==> config.mk <==
export PLATFORM = sky130hd
export DESIGN_NAME = keypad_entry_decoder
export DESIGN_NICKNAME = d
export VERILOG_FILES = /design/src/rtl/sale_terminal_pkg.sv /design/src/rtl/key_debouncer.sv /design/src/rtl/keypad_entry_decoder.sv
export SDC_FILE = /design/constraint.sdc
export NUM_CORES = 1
export LEC_CHECK = 0
export ABC_AREA = 0
export BUFFER_PORTS_ARGS = -buffer_cell sky130_fd_sc_hd__buf_2
export CAP_MARGIN = 40
export CELL_PAD_IN_SITES_DETAIL_PLACEMENT = 1
export CELL_PAD_IN_SITES_GLOBAL_PLACEMENT = 1
export CORE_MARGIN = 2
export CORE_UTILIZATION = 48
export CTS_CLUSTER_DIAMETER = 120
export DETAILED_ROUTE_END_ITERATION = 12
export GPL_TIMING_DRIVEN = 0
export PLACE_DENSITY_LB_ADDON = 0.1
export SLEW_MARGIN = 5
export SYNTH_ARGS = -nofsm -noshare
export SYNTH_HDL_FRONTEND = slang
export SYNTH_HIERARCHICAL = 1
export SYNTH_SLANG_ARGS = --single-unit
==> constraint.sdc <==
create_clock -name CLOCK_50 -period 5.65 [get_ports CLOCK_50]
set_input_delay 0.8475 -clock CLOCK_50 [delete_from_list [all_inputs] [get_ports CLOCK_50]]
set_output_delay 0.8475 -clock CLOCK_50 [all_outputs]
set_load 0.01 [all_outputs]
==> src/rtl/sale_terminal_pkg.sv <==
// Shared types for the sale-terminal keypad front end: FSM states, decoded key events,
// and the KEY bit assigned to each command / navigation function.
package sale_terminal_pkg;

    typedef enum logic [1:0] {
        ST_ENTRY = 2'd0,
        ST_QTY   = 2'd1
    } entry_state_t;

    typedef enum logic [2:0] {
        EV_NONE,
        EV_DIGIT,
        EV_SELECT,
        EV_CLEAR,
        EV_BKSP,
        EV_PREV,
        EV_NEXT,
        EV_CONFIRM
    } key_evt_t;

    localparam int NUM_KEYS = 4;

    localparam logic [1:0] KEY_IDX_PREV    = 2'd3;
    localparam logic [1:0] KEY_IDX_NEXT    = 2'd1;
    localparam logic [1:0] KEY_IDX_CONFIRM = 2'd0;
    localparam logic [1:0] KEY_IDX_SELECT  = 2'd3;
    localparam logic [1:0] KEY_IDX_CLEAR   = 2'd2;
    localparam logic [1:0] KEY_IDX_BKSP    = 2'd1;

    // Digit mode numbers the keys from the left: KEY3=1 ... KEY0=4.
    function automatic logic [3:0] key_digit(input logic [1:0] idx);
        return 4'd4 - {2'b00, idx};
    endfunction

endpackage

==> src/rtl/key_debouncer.sv <==
// One KEY bit: 2-FF synchroniser, optional stability filter (KEYPAD_DEBOUNCE_EN), and a
// one-cycle press pulse on each accepted released->pressed transition.
module key_debouncer #(
    parameter int DEBOUNCE_CYCLES = 4
) (
    input  logic i_clk,
    input  logic i_rst,
    input  logic i_key_n,
    output logic o_press
);

    logic r_sync1;
    logic r_sync2;
    logic r_prev;
    logic r_press;
    logic r_ok1;
    logic r_ok2;
    logic r_armed;
    logic w_level;

    always_ff @(posedge i_clk or posedge i_rst) begin
        if (i_rst) begin
            r_sync1 <= 1'b1;
            r_sync2 <= 1'b1;
        end else begin
            r_sync1 <= i_key_n;
            r_sync2 <= r_sync1;
        end
    end

`ifdef KEYPAD_DEBOUNCE_EN
    localparam int CW = $clog2(DEBOUNCE_CYCLES + 1);

    logic [CW-1:0] r_cnt;
    logic          r_stable;

    // Count consecutive samples that disagree with the accepted level; any agreeing
    // sample restarts the count, so short glitches never reach the threshold.
    always_ff @(posedge i_clk or posedge i_rst) begin
        if (i_rst) begin
            r_cnt    <= '0;
            r_stable <= 1'b1;
        end else if (r_sync2 == r_stable) begin
            r_cnt <= '0;
        end else if (r_cnt == CW'(DEBOUNCE_CYCLES - 1)) begin
            r_cnt    <= '0;
            r_stable <= r_sync2;
        end else begin
            r_cnt <= r_cnt + 1'b1;
        end
    end

    assign w_level = r_stable;
`else
    localparam int unused_debounce_cycles = DEBOUNCE_CYCLES;

    assign w_level = r_sync2;
`endif

    // Presses are only honoured once a genuine released level has been seen after reset,
    // so a key held through reset must be let go before it can fire.
    always_ff @(posedge i_clk or posedge i_rst) begin
        if (i_rst) begin
            r_ok1   <= 1'b0;
            r_ok2   <= 1'b0;
            r_armed <= 1'b0;
            r_prev  <= 1'b1;
            r_press <= 1'b0;
        end else begin
            r_ok1   <= 1'b1;
            r_ok2   <= r_ok1;
            r_armed <= r_armed | (r_ok2 & r_sync2);
            r_prev  <= w_level;
            r_press <= r_armed & r_prev & ~w_level;
        end
    end

    assign o_press = r_press;

endmodule

==> src/rtl/keypad_entry_decoder.sv <==
// Keypad front end: debounces KEY[3:0], decodes them with SW into digits, commands and
// navigation pulses, and assembles a BCD barcode plus quantity. Option: KEYPAD_DEBOUNCE_EN.
module keypad_entry_decoder
    import sale_terminal_pkg::*;
#(
    parameter int DEBOUNCE_CYCLES = 4,
    parameter int DIGITS          = 4
) (
    input  logic                  CLOCK_50,
    input  logic                  RESET,
    input  logic [3:0]            KEY,
    input  logic [2:0]            SW,
    output logic [4*DIGITS-1:0]   barcode,
    output logic                  barcode_valid,
    output logic [3:0]            quantity,
    output logic                  qty_valid,
    output logic                  nav_prev,
    output logic                  nav_next,
    output logic                  nav_confirm,
    output logic [2:0]            entry_count,
    output logic [1:0]            entry_state
);

    logic [NUM_KEYS-1:0] w_press;
    logic [1:0]          r_sw_meta;
    logic [1:0]          r_sw;
    logic                w_unused_sw2;

    entry_state_t        r_state;
    entry_state_t        w_state_next;
    logic [2:0]          r_count;
    logic [2:0]          w_count_next;
    logic [4*DIGITS-1:0] r_barcode;
    logic [4*DIGITS-1:0] w_barcode_next;
    logic [3:0]          r_quantity;
    logic [3:0]          w_quantity_next;
    logic                r_barcode_valid;
    logic                w_barcode_valid_next;
    logic                r_qty_valid;
    logic                w_qty_valid_next;
    logic                r_nav_prev;
    logic                r_nav_next;
    logic                r_nav_confirm;

    logic                w_any;
    logic [1:0]          w_idx;
    key_evt_t            w_evt;
    logic [3:0]          w_digit;

    assign w_unused_sw2 = SW[2];

    generate
        for (genvar gi = 0; gi < NUM_KEYS; gi++) begin : g_key
            key_debouncer #(
                .DEBOUNCE_CYCLES(DEBOUNCE_CYCLES)
            ) u_debouncer (
                .i_clk  (CLOCK_50),
                .i_rst  (RESET),
                .i_key_n(KEY[gi]),
                .o_press(w_press[gi])
            );
        end
    endgenerate

    // Ascending scan: the highest pressed index is the last one written and wins.
    always_comb begin
        w_any = |w_press;
        w_idx = 2'd0;
        for (int i = 0; i < NUM_KEYS; i++) begin
            if (w_press[i]) w_idx = 2'(i);
        end
    end

    always_comb begin
        w_evt   = EV_NONE;
        w_digit = 4'd0;
        if (w_any) begin
            if (r_sw[1]) begin
                case (w_idx)
                    KEY_IDX_PREV:    w_evt = EV_PREV;
                    KEY_IDX_NEXT:    w_evt = EV_NEXT;
                    KEY_IDX_CONFIRM: w_evt = EV_CONFIRM;
                    default:         w_evt = EV_NONE;
                endcase
            end else if (r_sw[0]) begin
                case (w_idx)
                    KEY_IDX_SELECT: w_evt = EV_SELECT;
                    KEY_IDX_CLEAR:  w_evt = EV_CLEAR;
                    KEY_IDX_BKSP:   w_evt = EV_BKSP;
                    default:        w_evt = EV_NONE;
                endcase
            end else begin
                w_evt   = EV_DIGIT;
                w_digit = key_digit(w_idx);
            end
        end
    end

    always_comb begin
        w_state_next         = r_state;
        w_count_next         = r_count;
        w_barcode_next       = r_barcode;
        w_quantity_next      = r_quantity;
        w_barcode_valid_next = 1'b0;
        w_qty_valid_next     = 1'b0;
        case (r_state)
            ST_ENTRY: begin
                case (w_evt)
                    EV_DIGIT: begin
                        if (r_count < 3'(DIGITS)) begin
                            // First-entered digit occupies the most significant nibble.
                            for (int i = 0; i < DIGITS; i++) begin
                                if (i == DIGITS - 1 - int'(r_count)) w_barcode_next[i*4 +: 4] = w_digit;
                            end
                            w_count_next = r_count + 3'd1;
                        end
                    end
                    EV_BKSP: begin
                        if (r_count != 3'd0) begin
                            for (int i = 0; i < DIGITS; i++) begin
                                if (i == DIGITS - int'(r_count)) w_barcode_next[i*4 +: 4] = 4'd0;
                            end
                            w_count_next = r_count - 3'd1;
                        end
                    end
                    EV_CLEAR: begin
                        w_count_next   = 3'd0;
                        w_barcode_next = '0;
                    end
                    EV_SELECT: begin
                        if (r_count == 3'(DIGITS)) begin
                            w_barcode_valid_next = 1'b1;
                            w_state_next         = ST_QTY;
                        end
                    end
                    default: ;
                endcase
            end
            ST_QTY: begin
                case (w_evt)
                    EV_DIGIT: begin
                        w_quantity_next  = w_digit;
                        w_qty_valid_next = 1'b1;
                        w_state_next     = ST_ENTRY;
                        w_count_next     = 3'd0;
                    end
                    EV_CLEAR: begin
                        w_state_next = ST_ENTRY;
                        w_count_next = 3'd0;
                    end
                    default: ;
                endcase
            end
            default: w_state_next = ST_ENTRY;
        endcase
    end

    always_ff @(posedge CLOCK_50 or posedge RESET) begin
        if (RESET) begin
            r_sw_meta       <= 2'b00;
            r_sw            <= 2'b00;
            r_state         <= ST_ENTRY;
            r_count         <= 3'd0;
            r_barcode       <= '0;
            r_quantity      <= 4'd0;
            r_barcode_valid <= 1'b0;
            r_qty_valid     <= 1'b0;
            r_nav_prev      <= 1'b0;
            r_nav_next      <= 1'b0;
            r_nav_confirm   <= 1'b0;
        end else begin
            r_sw_meta       <= SW[1:0];
            r_sw            <= r_sw_meta;
            r_state         <= w_state_next;
            r_count         <= w_count_next;
            r_barcode       <= w_barcode_next;
            r_quantity      <= w_quantity_next;
            r_barcode_valid <= w_barcode_valid_next;
            r_qty_valid     <= w_qty_valid_next;
            r_nav_prev      <= (w_evt == EV_PREV);
            r_nav_next      <= (w_evt == EV_NEXT);
            r_nav_confirm   <= (w_evt == EV_CONFIRM);
        end
    end

    assign barcode       = r_barcode;
    assign barcode_valid = r_barcode_valid;
    assign quantity      = r_quantity;
    assign qty_valid     = r_qty_valid;
    assign nav_prev      = r_nav_prev;
    assign nav_next      = r_nav_next;
    assign nav_confirm   = r_nav_confirm;
    assign entry_count   = r_count;
    assign entry_state   = r_state;

endmodule

# Word-level counts from Yosys, hierarchy flattened
# Index checks and enable logic that the tools add are counted.
totals:
  wordCells: 148
  output_inout_bits: 30
  register_bits: 56
  inputBits: 9
classes:
  bitwise_logic: 20
  add_sub_neg: 5
  order_cmp: 1
  reduce_logical: 16
  mux: 36
  n_eq_ne: 34
op_table:
  columns: ["operator", "n"]
  rows:
  - ["32-bit zero test", 2]
  - ["16-bit case mux with 3 select lines", 1]
  - ["4-bit 2-to-1 mux", 11]
  - ["16-bit 2-to-1 mux", 2]
  - ["3-bit case mux with 3 select lines", 3]
  - ["2-bit != test (second input constant)", 12]
  - ["6-bit AND reduction", 4]
  - ["3-bit 2-to-1 mux", 6]
  - ["3-bit by 4-bit == test with 1-bit output (first input constant)", 4]
  - ["3-bit == test (second input constant)", 5]
  - ["1-bit AND", 12]
  - ["2-bit 2-to-1 mux", 5]
  - ["2-bit by 4-bit == test with 1-bit output (first input constant)", 2]
  - ["3-bit by 2-bit == test with 1-bit output (second input constant)", 2]
  - ["1-bit 2-to-1 mux", 6]
  - ["3-bit != test (second input constant)", 2]
  - ["3-bit case mux with 2 select lines", 1]
  - ["3-bit nonzero test", 2]
  - ["5-bit AND reduction", 1]
  - ["2-bit by 1-bit == test with 1-bit output (second input constant)", 2]
  - ["2-bit == test (second input constant)", 2]
  - ["2-bit zero test", 2]
  - ["4-bit by 3-bit != test with 1-bit output (second input constant)", 1]
  - ["1-bit inverter", 4]
  - ["15 further kinds", 18]

# Logic depth before layout (Yosys ltp)
depth:
  ltp_word: 12
  mapped_depth: 12

# By module
# The synthesis kept the hierarchy.
modules_own_cells:
  columns: ["mod", "seq_area_each_um2", "cells_each", "area_per_inst_um2", "instances"]
  rows:
  - ["keypad_entry_decoder", 700.7, 134, 1507.7, 1]
  - ["key_debouncer", 178.9, 11, 203.9, 4]

# Worst setup path before layout
# OpenSTA, ideal clock, no wires.
synth_timing:
  path_type: "flip-flop to flip-flop"
  from: "register g_key[2].u_debouncer.r_press"
  to: "register r_count[2], in the netlist entry_count[2]"
  slack_ns: 3.221
  setup_time_ns: 0.121
  arrival_ns: 2.308
  synth_period_minus_slack_ns: 2.429
  stages_incl_launch_ff: 13
  t_required_ns: 5.529
  path_cell_list: "dfrtp_1 -> inv_1 -> a21oi_1 -> inv_1 -> ha_1 -> nor2b_2 -> o21ai_2 -> nor2b_1 -> fa_1 -> xor2_1 -> nand3_1 -> o21ai_0 -> a22o_1"
synth_via:
  elab_chain_len: 11
  word_cells_on_any_way: 23
synth_lines:
  columns: ["item", "line", "text"]
  rows:
  - ["from (decl)", "key_debouncer.sv:15", "logic r_press;"]
  - ["from (signal assigned)", "key_debouncer.sv:74", "r_press <= r_armed & r_prev & ~w_level;"]
  - ["2-bit 2-to-1 mux (2 in series)", "keypad_entry_decoder.sv:70", "if (w_press[i]) w_idx = 2'(i);"]
  - ["2-bit by 1-bit == test with 1-bit output (tied with other cells)", "keypad_entry_decoder.sv:79, keypad_entry_decoder.sv:86", null]
  - ["3-bit case mux with 3 select lines", "keypad_entry_decoder.sv:86", "case (w_idx)"]
  - ["3-bit 2-to-1 mux", "keypad_entry_decoder.sv:85", "end else if (r_sw[0]) begin"]
  - ["3-bit 2-to-1 mux", "keypad_entry_decoder.sv:78", "if (r_sw[1]) begin"]
  - ["3-bit 2-to-1 mux *", "keypad_entry_decoder.sv:77", "if (w_any) begin"]
  - ["3-bit by 1-bit == test with 1-bit output / 3-bit by 2-bit == test with 1-bit output (equally long branches)", "keypad_entry_decoder.sv:108, keypad_entry_decoder.sv:140", null]
  - ["2-bit OR reduction (no line)", null, null]
  - ["2-bit != test (no line)", null, null]
  - ["5-bit AND reduction (no line)", null, null]
  - ["to (signal assigned)", "keypad_entry_decoder.sv:175", "r_count <= w_count_next;"]
  - ["to (decl)", "keypad_entry_decoder.sv:31", "logic [2:0] r_count;"]
# Mark *: on every way between the ends. The rest lies on a longest branch, timed or not.
# A chain may end at the register's enable or synchronous reset.

# Final worst setup path
# Ends and elaborated chain as after synthesis.

==> run metrics <==
vias in the first global route between 1,500 and 2,000; # setup viols final 0; die height 73.6 µm; clk_lat worst skew 300 ps; Post-Syn Area per Cell between 10 and 15 µm²; TritonCTS buffer count 5; Hold Buf Count CTS 0; kind of critical path register to register; wire per inst 15.5 µm; global-route wire length before repair ~7400 µm; DR top layer met4; CP Data Arrival Time 3050 ps; number of flops mapped to enable cells by yosys 0; sequential element share of the synthesized area 0.610; die width 73.6 µm; DRC violations left 0; area of the core 0.00469 mm²; Post-Syn Area 0.00232 mm²; RSZ-0062 raised after global routing false; routed wire length 4280 µm; fin crit share 0.507; First-pass DRT Iterations 4; RR Startpoint g_key[2].u_debouncer/o_press; initial DRC count 126; site row count 25; maximum clock rate 0.349 GHz; Synth-to-Final Area Change 15.3%; WL met2 2040 µm; Vias 1,443; final hold vios 0; Post-CTS Setup Inserts 0; H-tree levels 2; die area 0.00541 mm²; CP Max Fanout 8; Gate power share 0.256; detailed placement HPWL 3240 µm; Seq cells post-synth 56; Worst Reg-to-Reg Cells 12; crit end category register; commonest non-fill, non-tap cell in the layout dfrtp_1; setup TNS 0 ps; total global-route track usage 0.181; IO buf count 31; critical path launch point type register; Clock Power Share 0.229; Hold Path Sink r_sw[1]; final setup margin 2790 ps; top cells by area, synth dfrtp_1 47%, dfstp_2 14%, mux2_2 4.8%, mux2_1 2.9%, buf_4 2.3%; Setup Skew 7.53 ps; Max rail drop VDD between 200 and 250 µV; Initial Util 0.495; Lkg Pwr 1.36 nW; met3 WL post-DR 166 µm; Sw Share 0.311; Pwr Density 347 mW/mm²; Seq pwr share 0.515; clk buf depth 2; most common flop cell mapped by yosys dfrtp_1; Antenna Nets Post-Route 0; Synth Warn # 6; layout net count ~240; flop-to-flop setup slack between 2000 and 3000 ps; Cell Int Power between 600 and 700 µW; HP Start r_sw_meta[1]; routability cong. 0.850; CP required between 5000 and 6000 ps; post-DR vias/cell 5.21; final global-route overflow total 0; Placed Area 0.00259 mm²; I/O Pins 39; CTS clk-pin slew, worst paths roughly 100 ps; maxcap violations 0; minimum clock period 2860 ps; pre-CTS setup slack around 2900 ps; TritonCTS clock tree yes; metal1 wirelength between 2000 and 2500 µm; share of layout cells above drive strength 1 0.363; clk sinks 56; Max Transition Viols Final 0; design area 0.00268 mm²; initial antenna violation count 0; Post-synth ARST share 1.00; Worst Hold Class register to register; largest net degree at the start of global routing 21; Resized Gates After CTS 0; hold depth 0; Reg-to-Reg End entry_count[2]; Netlist cell types 43; commonest non-fill, non-tap cells in the layout 44 x dfrtp_1, 31 x buf_2, 12 x dfstp_2, 11 x nor2_1; Root Buffer clkbuf_8; area share of the largest cell type after synthesis 0.474; area leader, netlist dfrtp_1; NetSw approximately 290 µW; n_diodes 0; cell count after synthesis 178; outcome finished clean
[synth_stat cells (5+ instances only)]
cell type,count
nor2b_1,5
and3b_1,5
mux2_2,10
mux2_1,6
dfrtp_1,44
a21oi_1,5
conb_1,5
nand2_1,8
buf_4,7
inv_1,10
dfstp_2,12
nor2_1,11
[layout make-up]
| class | instances | area [µm²] |
|---|---|---|
| plain buffers | 8 | 56.3 |
| clock buffers | 6 | 72.6 |
| clock inverters | 2 | 13.8 |
| fillers | 500 | 2010 |
| inverters | 10 | 37.5 |
| multi-input cells | 109 | 832 |
| flip-flops and latches | 56 | 1420 |
| well taps | 54 | 67.6 |
| repair buffers | 32 | 183 |
[power by group through the flow]
stage	clock [mW]	combinational (mW)	sequential, mW
2_1_floorplan	0	0.157	0.492
3_3_place_gp	0	0.224	0.480
3_5_place_dp	0	0.238	0.487
4_1_cts	0.219	0.240	0.480
5_1_grt	0.238	0.267	0.487
6_report	0.213	0.238	0.479
[kinds of logic after synthesis]
| kind of cell | after synthesis | share of synthesized area |
|---|---|---|
| XOR/XNOR | 1 | 0.00377 |
| AND/OR/NAND/NOR | 45 | 0.110 |
| flip-flops | 56 | 0.610 |
| AO/OA/AOI/OAI | 31 | 0.114 |
| other | 5 | 0.00808 |
| adder cells (fa/ha/maj) | 5 | 0.0302 |
| buffers and inverters | 18 | 0.0404 |
| multiplexers | 17 | 0.0840 |
[layer usage]
layer / GRT usage / up-vias
li1: - / 680
met1: 0.252 / 721
met2: 0.286 / 34
met3: 0.0425 / 8
met4: 0.0485 / 0
met5: 0 / -
[sequential cells by signal, indices dropped and copies added (netlist names), 3 cells and up]
register / count
g_key.u_debouncer/r_sync1: 4
g_key.u_debouncer/o_press: 4
g_key.u_debouncer/r_prev: 4
barcode: 12
g_key.u_debouncer/r_ok2: 4
entry_count: 3
g_key.u_debouncer/r_armed: 4
g_key.u_debouncer/r_ok1: 4
g_key.u_debouncer/r_sync2: 4
quantity: 3
[worst max-delay path, stage by stage, from the launching register on]
cell	delay, ps
dfrtp_1	450
inv_1	60
a21oi_1	280
inv_1	100
ha_1	340
nor2b_2	90
o21ai_2	330
nor2b_1	110
fa_1	390
xor2_1	180
nand3_1	100
o21ai_0	80
a22o_1	240
[stage by stage]
stage	cells	utilization	total power [mW]	hold slack [ps]
final	277	0.571	0.930	357
after floorplan	183	-	0.649	331
after global routing	277	0.571	0.992	366
after CTS	277	0.571	0.939	360
after global placement	268	0.547	0.705	332
after detailed placement	269	0.553	0.725	337
[how the worst max path moves through the flow]
| stage | start | end | cells after the start | slack (ps) |
|---|---|---|---|---|
| 2_1_floorplan | g_key[2].u_debouncer/o_press | entry_count[2] | 12 | 3220 |
| 3_3_place_gp | g_key[2].u_debouncer/o_press | entry_count[2] | 12 | 2960 |
| 3_5_place_dp | g_key[2].u_debouncer/o_press | entry_count[2] | 12 | 2870 |
| 4_1_cts | g_key[2].u_debouncer/o_press | entry_count[2] | 12 | 2760 |
| 5_1_grt | g_key[2].u_debouncer/o_press | entry_count[2] | 12 | 2610 |
| 6_report | g_key[2].u_debouncer/o_press | entry_count[2] | 12 | 2790 |
No activity file was read; power rests on OpenSTA's default activity.
